### src/rtl/pipe_stage_skid_pkg.sv
// Shared types for the valid/ready pipeline stage register.
package pipe_stage_skid_pkg;

  localparam int DEFAULT_WIDTH = 32;

  typedef enum logic [1:0] {
    PS_EMPTY = 2'd0,
    PS_BUSY  = 2'd1,
    PS_FULL  = 2'd2
  } pipeStageStateType;

  // Number of payload entries held in a given state.
  function automatic logic [1:0] stateOccupancy(input pipeStageStateType s);
    case (s)
      PS_BUSY: return 2'd1;
      PS_FULL: return 2'd2;
      default: return 2'd0;
    endcase
  endfunction

endpackage

### src/rtl/pipe_stage_skid_if.sv
// One valid/ready payload channel; a stage uses one as slave (upstream) and one as master (downstream).
interface pipe_stage_skid_if
  import pipe_stage_skid_pkg::*;
#(
  parameter int WIDTH = DEFAULT_WIDTH
);
  logic             valid;
  logic             ready;
  logic [WIDTH-1:0] data;

  modport master (output valid, output data, input ready);
  modport slave  (input valid, input data, output ready);
endinterface

### src/rtl/pipe_stage_skid.sv
// Pipeline stage register with valid/ready handshake, synchronous flush and optional skid entry.
module pipe_stage_skid
  import pipe_stage_skid_pkg::*;
#(
  parameter int               WIDTH       = DEFAULT_WIDTH,
  parameter logic [WIDTH-1:0] RESET_VALUE = '0,
  parameter int               SKID        = 1
) (
  input  logic                     clk,
  input  logic                     arst,
  input  logic                     flush,
  pipe_stage_skid_if.slave         upstream,
  pipe_stage_skid_if.master        downstream,
  output logic [1:0]               occupancy
);

  localparam bit HAS_SKID = (SKID != 0);

  pipeStageStateType state, stateNxt;
  logic [WIDTH-1:0]  mainQ;
  logic [WIDTH-1:0]  skidQ;
  logic              inAcc, outAcc;
  logic              loadMain, loadSkid, mainFromSkid;

  assign downstream.valid = (state != PS_EMPTY);
  assign downstream.data  = mainQ;
  assign occupancy        = stateOccupancy(state);
  assign inAcc            = upstream.valid & upstream.ready;
  assign outAcc           = downstream.valid & downstream.ready;

  generate
    if (HAS_SKID) begin : g_skid
      // Ready depends only on registered state, so outReady never reaches inReady combinationally.
      assign upstream.ready = (state != PS_FULL) & ~arst;

      // Skid entry catches the beat accepted in the cycle downstream stalls.
      always_ff @(posedge clk or posedge arst) begin
        if (arst)          skidQ <= RESET_VALUE;
        else if (loadSkid) skidQ <= upstream.data;
      end
    end else begin : g_noskid
      // Single entry: accept only when the held beat leaves this cycle or nothing is held.
      assign upstream.ready = (downstream.ready | ~downstream.valid) & ~arst;
      assign skidQ          = RESET_VALUE;
      logic unusedLoadSkid;
      assign unusedLoadSkid = loadSkid;
    end
  endgenerate

  // State register.
  always_ff @(posedge clk or posedge arst) begin
    if (arst) state <= PS_EMPTY;
    else      state <= stateNxt;
  end

  // Next state and load enables; flush wins over every handshake and drops any in-accept.
  always_comb begin
    stateNxt     = state;
    loadMain     = 1'b0;
    loadSkid     = 1'b0;
    mainFromSkid = 1'b0;
    if (flush) begin
      stateNxt = PS_EMPTY;
    end else begin
      case (state)
        PS_EMPTY: begin
          if (inAcc) begin
            stateNxt = PS_BUSY;
            loadMain = 1'b1;
          end
        end
        PS_BUSY: begin
          if (inAcc && outAcc) begin
            loadMain = 1'b1;
          end else if (inAcc && HAS_SKID) begin
            stateNxt = PS_FULL;
            loadSkid = 1'b1;
          end else if (outAcc) begin
            stateNxt = PS_EMPTY;
          end
        end
        PS_FULL: begin
          if (outAcc) begin
            stateNxt     = PS_BUSY;
            mainFromSkid = 1'b1;
          end
        end
        default: stateNxt = PS_EMPTY;
      endcase
    end
  end

  // Main register always feeds outData; it only changes on an accepted load.
  always_ff @(posedge clk or posedge arst) begin
    if (arst)              mainQ <= RESET_VALUE;
    else if (loadMain)     mainQ <= upstream.data;
    else if (mainFromSkid) mainQ <= skidQ;
  end

endmodule

### src/flat_wrapper.sv
// flat-port wrapper written by rule: the top's interface ports become plain ports
module pipe_stage_skid_flat import pipe_stage_skid_pkg::*;
#(
  parameter int               WIDTH       = DEFAULT_WIDTH,
  parameter logic [WIDTH-1:0] RESET_VALUE = '0,
  parameter int               SKID        = 1
)
  (clk, arst, flush, occupancy, upstream_valid, upstream_data, upstream_ready, downstream_valid, downstream_data, downstream_ready);
  pipe_stage_skid_if #(.WIDTH(WIDTH)) upstream_i ();
  pipe_stage_skid_if #(.WIDTH(WIDTH)) downstream_i ();
  input  logic clk;
  input  logic arst;
  input  logic flush;
  output logic [1:0] occupancy;
  input wire logic [$bits(upstream_i.valid)-1:0] upstream_valid;
  input wire logic [$bits(upstream_i.data)-1:0] upstream_data;
  output wire logic [$bits(upstream_i.ready)-1:0] upstream_ready;
  output wire logic [$bits(downstream_i.valid)-1:0] downstream_valid;
  output wire logic [$bits(downstream_i.data)-1:0] downstream_data;
  input wire logic [$bits(downstream_i.ready)-1:0] downstream_ready;
  assign upstream_i.valid = upstream_valid;
  assign upstream_i.data = upstream_data;
  assign upstream_ready = upstream_i.ready;
  assign downstream_valid = downstream_i.valid;
  assign downstream_data = downstream_i.data;
  assign downstream_i.ready = downstream_ready;
  pipe_stage_skid #(.WIDTH(WIDTH), .RESET_VALUE(RESET_VALUE), .SKID(SKID)) u_core (.clk(clk), .arst(arst), .flush(flush), .upstream(upstream_i), .downstream(downstream_i), .occupancy(occupancy));
endmodule
### config.mk
export PLATFORM = sky130hd
export DESIGN_NAME = pipe_stage_skid_flat
export DESIGN_NICKNAME = d
export VERILOG_FILES = /design/src/rtl/pipe_stage_skid_pkg.sv /design/src/rtl/pipe_stage_skid_if.sv /design/src/rtl/pipe_stage_skid.sv /design/src/flat_wrapper.sv
export SDC_FILE = /design/constraint.sdc
export NUM_CORES = 1
export LEC_CHECK = 0
export CORE_UTILIZATION = 35
export CTS_CLUSTER_DIAMETER = 50
export DETAILED_ROUTE_END_ITERATION = 16
export DONT_BUFFER_PORTS = 1
export RECOVER_POWER = 25
export SLEW_MARGIN = 20
export SYNTH_ARGS = -nofsm -noshare
export SYNTH_HDL_FRONTEND = slang
export SYNTH_SLANG_ARGS = --single-unit
### constraint.sdc
create_clock -name clk -period 2.77 [get_ports clk]
set_input_delay 0.831 -clock clk [delete_from_list [all_inputs] [get_ports clk]]
set_output_delay 0.831 -clock clk [all_outputs]
set_load 0.05 [all_outputs]
==> impl_metrics.py <==
metrics = {
    "pwr": {
        "power-per-cell-area_nw_per_um2": 839,
        "seqPwrFrac_pct": 60.0,
        "p_int_w": 0.00172,
        "net-switching-power_w": 0.000920,
        "switching_share_pct": 34.8,
        "combPwrFrac_pct": 9.7,
        "p_leak_nw": 1.34,
        "clockPowerShare_pct": 30.3,
        "peakVddDrop_uv": 333,
    },
    "layout": {
        "drive_gt1_share_pct": 25.5,
        "regArea_um2": 1650,
        "area_growth_pct": 8.78,
        "final_cells": 337,
        "final_nets": 267,
        "multi_input_area_um2": 1100,
        "design_area_um2": 3150,
        "final_util_pct": 40.1,
        "fill_cells": 783,
        "diodes": 0,
    },
    "worst_setup_path": {
        "worstPathBufferInverterCount": 1,
        "path_cells": "nor2b_4 -> nor2_1 -> buf_4",
        "cp_max_fo": 6,
        "timing_worst_setup_path_type": "reg -> out",
        "slowest_delay_ns": 0.46,
        "slowest_stage": "dfrtp_1",
        "crit_family": "simple AND/OR/NAND/NOR gates",
        "start_kind": "register",
        "required_ns": 1.94,
        "critPathArrivalTime_ns": 1.48,
        "endpoint_kind": "primary output",
    },
    "run": {
        "drv_cap": 0,
    },
    "synth": {
        "ys_seq_elements": 66,
        "ys_top_cells_by_count": "dfrtp_1, a21oi_1, nor2_1, mux2_2, mux2i_1",
        "post-synth-top-area-cell": "dfrtp_1",
        "ys.flop_type": "dfrtp_1",
        "synth_cell_type_count": 22,
        "synth_top_area_share_pct": 57.1,
        "synthesis.nets": 263,
        "synth.avg_cell_area_um2": 12.8,
        "ys_top_cells_by_area": "dfrtp_1, mux2_2, mux2i_1, a21oi_1, nor2_1",
        "synth_area_um2": 2890,
        "yosys.cell_count.top_type": "dfrtp_1",
        "async_flop_share_pct": 100,
        "yosysSeqAreaShare_pct": 57.1,
        "synth_edf_count": 0,
        "yosysWarnings": 0,
        "synth_cells": 226,
    },
    "die": {
        "die_x_um": 92.9,
        "num_rows": 32,
        "start_util_pct": 36.9,
        "dieArea_um2": 8640,
        "core_um2": 7850,
        "ios": 73,
        "die_h_um": 92.9,
    },
    "placement": {
        "port_buffers": 0,
        "dp_cells": 321,
        "placed_area_um2": 2950,
        "dp_hpwl_um": 3280,
        "place.gp.congestion": 0.760,
    },
    "clock_network": {
        "clock-sinks": 66,
        "clock-root-buffer": "clkbuf_8",
        "cts_tree": "built",
        "cts_setup_buffers": 0,
        "holdBufCountCts": 0,
        "ctsResizeCount": 0,
        "clkTransAtPathRegs_ns": 0.07,
        "ctsHtreeMaxLevel": 3,
        "clk_latency_ns": 0.33,
        "cts_buffers": 9,
        "cts_buffer_depth": 2,
    },
    "sta": {
        "min_period_ns": 2.31,
        "setup_violations": 0,
        "maxSlewHeadroom_pct": 1.13,
        "final_hold_viol_count": 0,
        "rsz0062_at_grt": "false",
        "fin_crit_sh_pct": 83.4,
        "fin_hold_ws_ns": 0.508,
        "slew_violations": 0,
        "tightest_slew_ns": 1.48,
        "fmax_ghz": 0.433,
        "tns_ns": 0,
        "fin_worst_skew_ns": 0.00673,
    },
    "run_status": {
        "status": "completed",
    },
    "grt": {
        "antenna_found_initial": 0,
        "overflow": 0,
        "grt_pass1_vias": 1774,
        "grt_max_degree": 65,
        "grt_pass1_wl_um": 8490,
        "grt.total_usage_pct": 13.1,
    },
    "routing": {
        "vias": 1665,
        "drcViolationCount": 0,
        "wl_per_cell_um": 15.2,
        "dr.pass1.iters": 4,
        "vias_per_cell": 4.94,
        "routed_wl_um": 5120,
        "postRouteAntennaNets": 0,
        "drtIter0Drc": 46,
    },
    "min_path": {
        "hp-class": "reg -> reg",
    },
}
-- worst reg2reg max path, delay by kind of cell, from the launching register on --
family | cells | cell delay (ns)
simple gates | 2 | 0.70
buf+inv | 1 | 0.25
flops | 1 | 0.46
compound gates | 1 | 0.08
mux | 1 | 0.26
-- layout make-up --
cell class                      count  area share [%]
Sequential cell                    66            52.5
Multi-Input combinational cell    146            34.9
Clock buffer                       10            4.37
Tap cell                          102            4.05
Clock inverter                      6            2.11
Timing Repair Buffer                6            2.03
Inverter                            1           0.119
-- layer usage --
metal  up-vias  wire (um)  global-route usage [%]
met3         7        340                    5.34
met2        43       2520                    22.2
met1       827       2170                    14.4
li1        788          -                       -
met4         0         85                    5.38
met5         -          0                       0
-- logic make-up (layout without fill, tap and decap cells) --
group / after synthesis / count (layout) / share of synthesized area [%]
flip-flops: 66 / 66 / 57.1
multiplexers: 64 / 64 / 23.5
AND/OR/NAND/NOR: 45 / 45 / 7.87
buffers and inverters: 14 / 23 / 5.06
AO/OA/AOI/OAI: 37 / 37 / 6.49
-- sequential cells by signal, indices dropped and copies added, names as in the netlist --
name	cells
u_core.downstream.data	32
u_core.state	2
u_core.skidQ	32
-- placed cells by master (no fill, tap or decap) --
master      instances
o21bai_1            1
o21ai_0             1
buf_4               2
clkinv_4            1
clkbuf_8           10
nand2_2             1
mux2_2             32
nand2b_1            2
nor2b_4             1
nor4b_4             1
nor3_1              1
nor2_1             35
clkinv_2            1
a21oi_1            35
or2_2               1
clkbuf_2            1
mux2i_1            32
buf_12              2
nand3b_2            1
inv_1               1
clkbuf_1            1
dfrtp_1            66
clkinvlp_4          3
and3b_2             1
and2b_2             1
bufinv_16           1
-- through the flow --
stage,setup WS [ns],power [W]
floorplan,0.0453,0.00180
global placement,0.810,0.00185
detailed placement,0.784,0.00187
CTS,0.441,0.00270
global route,0.336,0.00279
finish,0.459,0.00264
-- power groups by stage --
stage | logic, W | clock network, W | registers, W
global route | 0.000293 | 0.000883 | 0.00161
floorplan | 0.000231 | 0 | 0.00157
detailed placement | 0.000263 | 0 | 0.00161
CTS | 0.000263 | 0.000845 | 0.00159
finish | 0.000255 | 0.000801 | 0.00159
global placement | 0.000249 | 0 | 0.00160
-- path summary, 6_finish.rpt --
| kind | startpoint | endpoint | slack, ns | cells after the start |
|---|---|---|---|---|
| max | u_core.state[1]$_DFFE_PP0P_ | upstream_ready | 0.46 | 3 |
| min | u_core.skidQ[5]$_DFFE_PP0P_ | u_core.skidQ[5]$_DFFE_PP0P_ | 0.51 | 1 |
| max reg2reg | u_core.state[1]$_DFFE_PP0P_ | u_core.downstream.data[4]$_DFFE_PP0P_ | 0.89 | 5 |
| min reg2reg | u_core.skidQ[5]$_DFFE_PP0P_ | u_core.skidQ[5]$_DFFE_PP0P_ | 0.51 | 1 |
| max in group asynchronous | arst | u_core.downstream.data[5]$_DFFE_PP0P_ | 0.96 | 2 |
| min in group asynchronous | arst | u_core.skidQ[14]$_DFFE_PP0P_ | 0.72 | 2 |
Note: power is estimated with default switching activity, not from simulation.
